<file path="src/rtl/uart_rx_cfg.sv">
// uart_rx_cfg: parametrised UART receiver with parity, stop-bit count, framing-error
// detection, false-start rejection and a 2-flop input synchroniser.
// Optional build macro UART_RX_MAJORITY_EN: each bit decision becomes a 2-of-3 vote of
// the samples at mid-1, mid and mid+1 (one clock of extra latency).
module uart_rx_cfg #(
  parameter int unsigned clksPerBit = 87,
  parameter int unsigned dataBits   = 8,
  parameter int unsigned parityMode = 1,
  parameter int unsigned stopBits   = 1
) (
  input  logic                i_clk,
  input  logic                i_rstN,
  input  logic                i_rxBit,
  output logic                o_rxValid,
  output logic [dataBits-1:0] o_rxBits,
  output logic                o_parityError,
  output logic                o_frameError,
  output logic                o_busy
);

  localparam int unsigned CNT_W = $clog2(clksPerBit);
  localparam int unsigned BIT_W = $clog2(dataBits + 1);
  localparam int unsigned MID   = (clksPerBit - 1) / 2;
`ifdef UART_RX_MAJORITY_EN
  localparam int unsigned VOTE_LAT = 1;
`else
  localparam int unsigned VOTE_LAT = 0;
`endif
  // Start decision point; later decisions follow every clksPerBit clocks.
  localparam int unsigned START_PT = MID + VOTE_LAT;
  localparam int unsigned LAST_PT  = clksPerBit - 1;

  typedef enum logic [2:0] {
    S_IDLE, S_START, S_DATA, S_PARITY, S_STOP, S_DONE
  } state_e;

  state_e              state_q, state_d;
  logic                sync1_q, sync2_q;
  logic                line;
  logic                bit_val;
  logic                tick_start, tick_bit;
  logic                par_calc;
  logic [CNT_W-1:0]    cnt_q, cnt_d;
  logic [BIT_W-1:0]    bit_cnt_q, bit_cnt_d;
  logic [dataBits-1:0] shift_q, shift_d;
  logic                par_err_q, par_err_d;
  logic                frm_err_q, frm_err_d;
  logic                armed_q, armed_d;
  logic                rx_valid_q, rx_valid_d;
  logic [dataBits-1:0] rx_bits_q, rx_bits_d;
  logic                par_q, par_d;
  logic                frm_q, frm_d;
  logic                busy_q, busy_d;

  // Two-flop synchroniser, preset to the idle (high) line level.
  always_ff @(posedge i_clk or negedge i_rstN) begin
    if (!i_rstN) begin
      sync1_q <= 1'b1;
      sync2_q <= 1'b1;
    end else begin
      sync1_q <= i_rxBit;
      sync2_q <= sync1_q;
    end
  end

  assign line = sync2_q;

`ifdef UART_RX_MAJORITY_EN
  logic [1:0] hist_q;

  // Two-deep history of the synchronised line for the 2-of-3 vote.
  always_ff @(posedge i_clk or negedge i_rstN) begin
    if (!i_rstN) hist_q <= 2'b11;
    else         hist_q <= {hist_q[0], line};
  end

  assign bit_val = (hist_q[1] & hist_q[0]) | (hist_q[1] & line) | (hist_q[0] & line);
`else
  assign bit_val = line;
`endif

  assign tick_start = (cnt_q == CNT_W'(START_PT));
  assign tick_bit   = (cnt_q == CNT_W'(LAST_PT));
  assign par_calc   = ^{shift_q, bit_val};

  // State register.
  always_ff @(posedge i_clk or negedge i_rstN) begin
    if (!i_rstN) state_q <= S_IDLE;
    else         state_q <= state_d;
  end

  // Next-state logic.
  always_comb begin
    state_d = state_q;
    case (state_q)
      S_IDLE:   if (!line && armed_q) state_d = S_START;
      S_START:  if (tick_start) state_d = bit_val ? S_IDLE : S_DATA;
      S_DATA:   if (tick_bit && (bit_cnt_q == BIT_W'(dataBits - 1)))
                  state_d = (parityMode != 0) ? S_PARITY : S_STOP;
      S_PARITY: if (tick_bit) state_d = S_STOP;
      S_STOP:   if (tick_bit && (bit_cnt_q == BIT_W'(stopBits - 1))) state_d = S_DONE;
      S_DONE:   state_d = S_IDLE;
      default:  state_d = S_IDLE;
    endcase
  end

  // Datapath updates and registered-output next values.
  always_comb begin
    cnt_d      = cnt_q;
    bit_cnt_d  = bit_cnt_q;
    shift_d    = shift_q;
    par_err_d  = par_err_q;
    frm_err_d  = frm_err_q;
    armed_d    = armed_q;
    rx_valid_d = 1'b0;
    rx_bits_d  = rx_bits_q;
    par_d      = par_q;
    frm_d      = frm_q;
    case (state_q)
      S_IDLE: begin
        cnt_d     = (state_d == S_START) ? CNT_W'(1) : '0;
        bit_cnt_d = '0;
        par_err_d = 1'b0;
        frm_err_d = 1'b0;
        armed_d   = armed_q | line;
      end
      S_START: begin
        cnt_d = tick_start ? '0 : cnt_q + CNT_W'(1);
      end
      S_DATA: begin
        if (tick_bit) begin
          cnt_d     = '0;
          shift_d   = {bit_val, shift_q[dataBits-1:1]};
          bit_cnt_d = (bit_cnt_q == BIT_W'(dataBits - 1)) ? '0 : bit_cnt_q + BIT_W'(1);
        end else begin
          cnt_d = cnt_q + CNT_W'(1);
        end
      end
      S_PARITY: begin
        if (tick_bit) begin
          cnt_d     = '0;
          par_err_d = (parityMode == 2) ? ~par_calc : par_calc;
        end else begin
          cnt_d = cnt_q + CNT_W'(1);
        end
      end
      S_STOP: begin
        if (tick_bit) begin
          cnt_d     = '0;
          bit_cnt_d = bit_cnt_q + BIT_W'(1);
          if (!bit_val) frm_err_d = 1'b1;
        end else begin
          cnt_d = cnt_q + CNT_W'(1);
        end
      end
      S_DONE: begin
        cnt_d     = '0;
        bit_cnt_d = '0;
        // A line still low here (break) must return high before the next frame.
        armed_d   = line;
      end
      default: begin
        cnt_d     = '0;
        bit_cnt_d = '0;
      end
    endcase
    if (state_q == S_STOP && state_d == S_DONE) begin
      rx_valid_d = 1'b1;
      rx_bits_d  = shift_q;
      par_d      = (parityMode != 0) ? par_err_q : 1'b0;
      frm_d      = frm_err_q | ~bit_val;
    end
    busy_d = !(state_d inside {S_IDLE, S_DONE});
  end

  // Datapath and output registers.
  always_ff @(posedge i_clk or negedge i_rstN) begin
    if (!i_rstN) begin
      cnt_q      <= '0;
      bit_cnt_q  <= '0;
      shift_q    <= '0;
      par_err_q  <= 1'b0;
      frm_err_q  <= 1'b0;
      armed_q    <= 1'b0;
      rx_valid_q <= 1'b0;
      rx_bits_q  <= '0;
      par_q      <= 1'b0;
      frm_q      <= 1'b0;
      busy_q     <= 1'b0;
    end else begin
      cnt_q      <= cnt_d;
      bit_cnt_q  <= bit_cnt_d;
      shift_q    <= shift_d;
      par_err_q  <= par_err_d;
      frm_err_q  <= frm_err_d;
      armed_q    <= armed_d;
      rx_valid_q <= rx_valid_d;
      rx_bits_q  <= rx_bits_d;
      par_q      <= par_d;
      frm_q      <= frm_d;
      busy_q     <= busy_d;
    end
  end

  assign o_rxValid     = rx_valid_q;
  assign o_rxBits      = rx_bits_q;
  assign o_parityError = par_q;
  assign o_frameError  = frm_q;
  assign o_busy        = busy_q;

endmodule
</file>
<file path="config.mk">
export PLATFORM = sky130hd
export DESIGN_NAME = uart_rx_cfg
export DESIGN_NICKNAME = d
export VERILOG_FILES = /design/src/rtl/uart_rx_cfg.sv
export SDC_FILE = /design/constraint.sdc
export NUM_CORES = 1
export LEC_CHECK = 0
export ABC_AREA = 1
export CAP_MARGIN = 30
export CORE_MARGIN = 3
export CORE_UTILIZATION = 40
export DETAILED_ROUTE_END_ITERATION = 8
export SYNTH_ARGS = -nofsm -noshare
export SYNTH_HDL_FRONTEND = slang
export SYNTH_SLANG_ARGS = --single-unit
</file>
<file path="constraint.sdc">
create_clock -name i_clk -period 1.6 [get_ports i_clk]
set_input_delay 0.16 -clock i_clk [delete_from_list [all_inputs] [get_ports i_clk]]
set_output_delay 0.16 -clock i_clk [all_outputs]
set_load 0.05 [all_outputs]
</file>
==> run summary, run 1 <==
CTS Root Buffer Type: clkbuf_8
Antenna Violating Nets Remaining: 0
final period utilization: 93.2%
largest family of logic cells by synthesized area: simple AND/OR/NAND/NOR gates
PwrDens: 987 nW/um2
global-route usage over all layers: 12.9%
# rows: 25
area delta synth->final: 15.9%
first-pass GRT wire length: 6.02 mm
simple-gate area share of the yosys netlist: 31.9%
post-synthesis compound-gate area fraction: 7.02%
Detailed Route Iter0 Violations: 108
sum of negative setup slack: 0 ns
fin. max-slew vios: 0
Design Power: 2.28 mW
final setup skew: 0.00565 ns
post-synthesis mux area share: 0%
worst path bufs/invs: 2
commonest non-fill, non-tap cells in the layout: 78 x nand2_1, 37 x dfrtp_1, 25 x inv_1
CTS buffer count: 5
Pre-antenna DRT Iters: 4
fmax: 671 MHz
CP endpoint kind: flip-flop
drt drc: 0
via count: 1525
max_cap viols: 0
critical path's top delay family: simple AND/OR/NAND/NOR gates
Initial Util: 41.7%
Seq/Total Area, Yosys: 49.0%
worst rel slew slack: 78.3%
CP arrival: 1.68 ns
vias in the first global route: 1297
Finish-stage setup viols: 0
Nets: 275
Synth Warn #: 0
largest net degree at the start of global routing: 21
CTS sink count: 39
Peak VDD IR: 445 uV
Via density: 4.55
largest cells by area after synthesis: dfrtp_1 46%, nand2_1 15%, inv_1 4.7%
Post-Syn Area: 2000 um2
crit-path max FO: 4
CTS clk-pin slew, worst paths: 0.07 ns
Wirelength per Cell: 10.4 um
total congestion overflow: 0
slowest stage delay, CP: 0.41 ns
hpwl dp: 2.66 mm
CTS tree: done
Die H: 76.6 um
crit-path cells: inv_1 > ha_2 > nand2_1 > inv_1 > nand3_4 > nand2_2 > nand2_2 > nor2_2 > nand2_2 > nor2_2 > nor2_2
most common cell after layout, fill and taps aside: nand2_1
H-tree levels: 2
Worst Setup Path Type: flip-flop to flip-flop
count of cell types in the netlist: 26
Mapped Cells: 245
Synth area leader: dfrtp_1
Synth top area share: 46.4%
startpoint types: flip-flop
Worst-Skew Late Latency: 0.29 ns
total wire length: 3.49 mm
outcome: finished clean
Post-Synth XOR/XNOR Area: 2.19%
fill count: 462
I/O pins: 15
share of cells above drive strength 1: 22.4%
Mapped Nets: 252
Die W: 76.6 um
Antenna Cells: 0
# port buffers: 14
Worst path slowest cell: dfrtp_1
Pleak: 1.17 nW
number of synthesized register bits: 39
routability cong.: 0.778
crit path time final: 1.49 ns
Hold WC Path Type: input port to flip-flop
initial antenna violation count: 0
post-synthesis adder-cell area fraction: 2.51%
Core Box Area: 4790 um2
syn avg cell area: 8.15 um2
Hold Fails Final Rpt: 0
Worst Path Required: 1.79 ns
full die area: 5870 um2
worst-margin pin slew: 0.325 ns
CTS Buffer Depth: 2
[metrics by stage]
step | setup slack [ns] | cell area (um2) | cells | utilization [%] | hold slack, ns
finish | 0.109 | 2310 | 335 | 48.3 | 0.276
global placement | 0.148 | 2210 | 327 | 46.2 | 0.0775
CTS | 0.117 | 2310 | 335 | 48.3 | 0.269
floorplan | 0.245 | 2000 | 245 | - | -0.136
global route | -0.0133 | 2310 | 335 | 48.3 | 0.264
detailed placement | 0.138 | 2210 | 327 | 46.2 | 0.0776
[worst paths after layout]
path	start	endpoint	slack [ns]	cells after the start
worst max-delay path	cnt_q[0]$_DFF_PN0_	o_busy$_DFF_PN0_	0.11	11
worst min-delay path	i_rxBit	sync1_q$_DFF_PN1_	0.28	1
worst max register to register	cnt_q[0]$_DFF_PN0_	o_busy$_DFF_PN0_	0.11	11
worst min register to register	sync1_q$_DFF_PN1_	bit_val$_DFF_PN1_	0.36	0
max in group asynchronous	i_rstN	sync1_q$_DFF_PN1_	0.77	3
min in group asynchronous	i_rstN	o_rxBits[4]$_DFFE_PN0P_	0.29	2
[synth_stat cells, drive strengths merged]
cell type   n
xor2        4
dfrtp      37
ha          4
xnor2       1
inv        31
dfstp       2
nor2       30
a21oi       2
o21a        1
nand2      89
buf         3
nand3      14
o21ai      23
nor3b       1
nor3        3
[power breakdown]
part           internal [mW]  switching [mW]  total, mW
clock network          0.338           0.327      0.665
registers               1.07           0.103       1.17
logic                  0.170           0.273      0.443
total                   1.58           0.702       2.28
[worst register-to-register path, stage by stage, from the launching register on]
cell and delay, ns:
dfrtp_1 0.41, inv_1 0.07, ha_2 0.17, nand2_1 0.05, inv_1 0.09, nand3_4 0.11, nand2_2 0.09, nand2_2 0.07
nor2_2 0.12, nand2_2 0.08, nor2_2 0.10, nor2_2 0.03
[area by class of cell]
type | count | area [um2] | area share, %
Timing Repair Buffer | 19 | 170 | 7.36
Tap cell | 67 | 83.8 | 3.63
Multi-Input combinational cell | 172 | 873 | 37.8
Inverter | 31 | 119 | 5.14
Sequential cell | 39 | 978 | 42.3
Clock buffer | 6 | 82.6 | 3.57
Clock inverter | 1 | 5.00 | 0.216
[metal layers]
layer  track usage (%)  share of wire (%)
met3              3.90                4.2
met2              17.1                 40
met1              19.4                 55
met4              4.89                1.4
met5                 0                  0
[flip-flops by register name (all words and copies together), names as in the netlist]
signal and count:
o_rxBits 8, shift_q 8, cnt_q 7, bit_cnt_q 4, state_q 3, armed_q 1, bit_val 1, frm_err_q 1
o_busy 1, o_frameError 1, o_parityError 1, o_rxValid 1, par_err_q 1, sync1_q 1
[what timing repair did]
action,in CTS,in global routing
hold buffers,1,0
setup endpoints to repair,0,1
gates resized for setup,0,1
endpoints found under the hold margin,13,0
setup buffers,0,0
[cells by family (layout without fill, tap and decap cells)]
logic type | after synthesis | after routing
XOR/XNOR | 5 | 5
adder cells (fa/ha/maj) | 4 | 4
AND/OR/NAND/NOR | 137 | 137
AO/OA/AOI/OAI | 26 | 26
buffers and inverters | 34 | 57
flip-flops | 39 | 39
Power figures use the tool's default switching activity.
==> inputs of run 2 (changes only) <==
--- a/config.mk
+++ b/config.mk
@@ -10,6 +10,7 @@
 export CORE_MARGIN = 3
 export CORE_UTILIZATION = 40
 export DETAILED_ROUTE_END_ITERATION = 8
+export DONT_BUFFER_PORTS = 1
 export SYNTH_ARGS = -nofsm -noshare
 export SYNTH_HDL_FRONTEND = slang
 export SYNTH_SLANG_ARGS = --single-unit
==> run 2 against run 1 <==
Compared with the run above:
- die area did not move
- clock power fell by 0.9%
- non-clock buffer count fell by 14
- critical path depth did not move
- final area fell by 4.0%
- global-route usage grew 0.15 points
- via count fell by 4.7%
- sequential share of layout area grew 1.7 points
==> run summary, run 2 (synthesis gave the netlist of run 1 again) <==
outcome: finished clean
Via density: 4.52
postcts setup bufs: 0
met3 Use GR: 3.90%
total wire length: 3.49 mm
Peak VDD IR: 543 uV
CP endpoint kind: flip-flop
max_cap viols: 0
via count: 1454
Worst Setup Path Type: flip-flop to flip-flop
# port buffers: 0
worst rel slew slack: 67.6%
routability cong.: 0.747
Die H: 76.6 um
Wirelength per Cell: 10.8 um
Worst path slowest cell: dfrtp_1
Die W: 76.6 um
Initial Util: 41.7%
worst setup margin: 0.158 ns
Detailed Route Iter0 Violations: 72
most common cell after layout, fill and taps aside: nand2_1
crit-path max FO: 4
fill count: 462
Hold WC Path Type: input port to asynchronous set/reset pin
Reg area: 978 um2
final period utilization: 90.1%
Core Box Area: 4790 um2
crit-path cells: inv_1 > ha_1 > nand2_1 > inv_1 > nand3_4 > nand2_2 > nand2_2 > nor2_2 > nand2_2 > nor2_2 > nor2_2
CP arrival: 1.64 ns
worst path bufs/invs: 2
worst-margin pin slew: 0.486 ns
Pleak: 1.09 nW
GR Layer Usage met1: 17.4%
I/O pins: 15
area delta synth->final: 11.3%
CTS buffer count: 5
PwrDens: 1020 nW/um2
reg-to-reg startpoint: cnt_q[0]$_DFF_PN0_
hpwl dp: 2.55 mm
Antenna Violating Nets Remaining: 0
sum of negative setup slack: 0 ns
Worst Path Required: 1.80 ns
commonest non-fill, non-tap cells in the layout: 78 x nand2_1, 37 x dfrtp_1, 25 x inv_1
Top Usage Layer GRT: met2
fin. max-slew vios: 0
share of cells above drive strength 1: 18.0%
CTS sink count: 39
Finish-stage setup viols: 0
CP Launch Point: cnt_q[0]$_DFF_PN0_
area occupied by multi-input gates: 871 um2
slowest stage delay, CP: 0.41 ns
CTS Root Buffer Type: clkbuf_8
CTS Buffer Depth: 2
RSZ-0062 raised after global routing: no
Antenna Cells: 0
final setup skew: 0.0102 ns
met2 Use GR: 19.4%
post-place setup slack: 0.140 ns
drt drc: 0
# rows: 25
vias in the first global route: 1359
H-tree levels: 2
global-route usage over all layers: 13.1%
full die area: 5870 um2
Design Power: 2.26 mW
initial antenna violation count: 0
Nets: 261
critical path's top delay family: simple AND/OR/NAND/NOR gates
first-pass GRT wire length: 6.15 mm
total congestion overflow: 0
CTS clk-pin slew, worst paths: 0.08 ns
CTS tree: done
Hold Fails Final Rpt: 0
Pre-antenna DRT Iters: 4
largest net degree at the start of global routing: 40
fmax: 694 MHz
Worst-Skew Late Latency: 0.30 ns
Post-Route Utilization: 46.4%
startpoint types: flip-flop
crit path time final: 1.44 ns
run 2: cell types whose count changed in the layout (fill, tap and decap cells not counted), sizes merged:
| cell | before | now |
|---|---|---|
| buf | 17 | 3 |
| clkdlybuf4s50 | 1 | 0 |
| clkinvlp | 0 | 2 |
| dlygate4sd3 | 1 | 2 |
| clkbuf | 6 | 5 |
run 2: cell type report:
type / count / share of cell area, %
multi-input cells: 172 / 39.2
well taps: 67 / 3.77
clock inverters: 3 / 0.901
inverters: 31 / 5.35
clock buffers: 5 / 3.10
repair buffers: 5 / 3.61
flip-flops and latches: 39 / 44.1
run 2: where the power goes:
part / total, mW / leakage, nW / internal [mW] / switching (mW)
clock network: 0.659 / 0.0402 / 0.303 / 0.356
registers: 1.18 / 0.516 / 1.07 / 0.111
logic: 0.418 / 0.537 / 0.163 / 0.255
run 2: worst register-to-register path: cells and delay by family (launching register included):
family | cells | cell delay (ns)
adders and majority gates | 1 | 0.16
buffers and inverters | 2 | 0.15
DFF | 1 | 0.41
and+or+nand+nor | 8 | 0.62
run 2: timing repair:
item | in CTS | in global routing
endpoints found under the hold margin | 40 | 0
gates resized for setup | 0 | 0
hold buffers | 3 | 0
run 2: routing by layer:
metal  vias to the layer above  wire length (um)  part of all wire [%]
met3                         7                94                   2.7
met1                       664              1780                    51
met2                        13              1550                    44
li1                        770                 -                     -
met4                         0                67                   1.9
met5                         -                 0                     0
run 2: final timing paths:
| check | to | slack (ns) | depth (start not counted) |
|---|---|---|---|
| min in group i_clk | bit_val$_DFF_PN1_ | 0.36 | 0 |
| hold reg to reg | bit_val$_DFF_PN1_ | 0.36 | 0 |
| setup / recovery | o_busy$_DFF_PN0_ | 0.16 | 11 |
| setup reg to reg | o_busy$_DFF_PN0_ | 0.16 | 11 |
| max in group asynchronous | sync1_q$_DFF_PN1_ | 1.03 | 2 |
| hold / removal | o_rxBits[4]$_DFFE_PN0P_ | 0.31 | 2 |
run 2: stage by stage:
step | cells | hold WS [ns] | cell area [um2]
6_report | 322 | 0.305 | 2220
5_1_grt | 322 | 0.338 | 2220
4_1_cts | 322 | 0.304 | 2220
3_5_place_dp | 311 | -0.135 | 2090
3_3_place_gp | 311 | -0.135 | 2090
2_1_floorplan | 245 | -0.136 | 2000
==> inputs of run 3 (changes only) <==
--- a/config.mk
+++ b/config.mk
@@ -7,8 +7,8 @@
 export LEC_CHECK = 0
 export ABC_AREA = 1
 export CAP_MARGIN = 30
-export CORE_MARGIN = 3
 export CORE_UTILIZATION = 40
+export CTS_BUF_LIST = sky130_fd_sc_hd__clkbuf_8
 export DETAILED_ROUTE_END_ITERATION = 8
 export DONT_BUFFER_PORTS = 1
 export SYNTH_ARGS = -nofsm -noshare
==> run 3 against run 2 <==
Compared with the run above:
- largest power group unchanged
- highest routed layer unchanged
- clock-buffer cell count unchanged
- hold slack better by 0.027 ns
- largest cell class unchanged
- cell count unchanged
- critical endpoint unchanged
==> run summary, run 3 (synthesis gave the netlist of run 1 again) <==
worst setup margin: 0.134 ns
commonest non-fill, non-tap cells in the layout: 78 x nand2_1, 37 x dfrtp_1, 25 x inv_1
sum of negative setup slack: 0 ns
I/O pins: 15
full die area: 5280 um2
total wire length: 3.48 mm
Hold WC Path Type: input port to asynchronous set/reset pin
Antenna Violating Nets Remaining: 0
slowest stage delay, CP: 0.41 ns
Placed Instances: 311
CTS sink count: 39
Worst-Skew Late Latency: 0.29 ns
Reg area: 978 um2
CTS buffer count: 5
crit path time final: 1.47 ns
Via density: 4.56
hold buffers post-CTS: 3
worst rel slew slack: 67.2%
share of cells above drive strength 1: 18.0%
vias in the first global route: 1378
area delta synth->final: 12.5%
routability cong.: 0.809
PwrDens: 1090 nW/um2
Worst Setup Path Type: flip-flop to flip-flop
initial antenna violation count: 0
final setup skew: 0.00359 ns
hpwl dp: 2.52 mm
global-route usage over all layers: 15.7%
total of cells resized after clock tree synthesis: 0
drt drc: 0
fill count: 458
postcts setup bufs: 0
fin cells: 322
Nets: 261
via count: 1467
largest net degree at the start of global routing: 40
Worst path slowest cell: dfrtp_1
area occupied by multi-input gates: 871 um2
CTS clk-pin slew, worst paths: 0.08 ns
Die H: 72.6 um
worst-margin pin slew: 0.492 ns
fin. max-slew vios: 0
total congestion overflow: 0
post-place setup slack: 0.135 ns
RSZ-0062 raised after global routing: no
Worst Path Required: 1.80 ns
Antenna Cells: 0
Post-Route Utilization: 47.2%
Pleak: 1.11 nW
Pre-antenna DRT Iters: 4
Detailed Route Iter0 Violations: 89
Initial Util: 42.0%
most common cell after layout, fill and taps aside: nand2_1
startpoint types: flip-flop
# rows: 25
first-pass GRT wire length: 6.29 mm
Design Power: 2.44 mW
crit-path cells: inv_1 > ha_1 > nand2_1 > inv_1 > nand3_4 > nand2_2 > nand2_2 > nor2_2 > nand2_2 > nor2_2 > nor2_2
# port buffers: 0
CP arrival: 1.66 ns
Peak VDD IR: 391 uV
Die W: 72.6 um
max_cap viols: 0
CTS Root Buffer Type: clkbuf_8
crit-path max FO: 4
CP endpoint kind: flip-flop
Core Box Area: 4750 um2
CTS tree: done
outcome: finished clean
final period utilization: 91.6%
Hold Fails Final Rpt: 0
Wirelength per Cell: 10.8 um
CTS Buffer Depth: 2
H-tree levels: 2
fmax: 682 MHz
Finish-stage setup viols: 0
==> run 3: cell count changes in the layout (fill, tap and decap cells not counted) <==
| cell | previous run | this run |
|---|---|---|
| bufinv_16 | 0 | 1 |
| clkinv_4 | 0 | 1 |
| clkinvlp_4 | 2 | 0 |
==> run 3: per-layer routing <==
metal	part of all wire, %	up-vias	GRT usage [%]
met5	0	-	0
met4	1.1	0	5.23
met3	2.5	4	4.01
met2	42	21	22.4
met1	54	666	22.9
li1	-	776	-
==> run 3: area by class of cell <==
type	instances	area share (%)
Sequential cell	39	43.6
Tap cell	67	3.73
Timing Repair Buffer	5	3.57
Inverter	31	5.30
Multi-Input combinational cell	172	38.8
Clock inverter	3	1.95
Clock buffer	5	3.07
==> run 3: final timing paths <==
check / startpoint / endpoint / slack [ns] / cells after the start
worst max-delay path: cnt_q[0]$_DFF_PN0_ / o_busy$_DFF_PN0_ / 0.13 / 11
worst min-delay path: i_rstN / shift_q[5]$_DFFE_PN0P_ / 0.33 / 2
worst max register to register: cnt_q[0]$_DFF_PN0_ / o_busy$_DFF_PN0_ / 0.13 / 11
worst min register to register: sync1_q$_DFF_PN1_ / bit_val$_DFF_PN1_ / 0.36 / 0
max in group asynchronous: i_rstN / bit_val$_DFF_PN1_ / 1.02 / 2
min in group i_clk: sync1_q$_DFF_PN1_ / bit_val$_DFF_PN1_ / 0.36 / 0
==> run 3: worst max-delay path: cells and delay by family (launching register included) <==
family / cells / cell delay, ns
adders and majority gates: 1 / 0.16
DFF: 1 / 0.41
buffers and inverters: 2 / 0.16
and+or+nand+nor: 8 / 0.64
==> run 3: report_power, final <==
group / internal, mW / leakage [nW] / switching, mW
sequential: 1.07 / 0.516 / 0.115
clock: 0.464 / 0.0581 / 0.367
combinational: 0.166 / 0.537 / 0.259
total: 1.70 / 1.11 / 0.740
==> run 3: stage by stage <==
step / cell area, um2 / hold slack, ns
finish: 2240 / 0.333
global route: 2240 / 0.354
CTS: 2240 / 0.328
detailed placement: 2090 / -0.135
global placement: 2090 / -0.135
floorplan: 2000 / -0.136
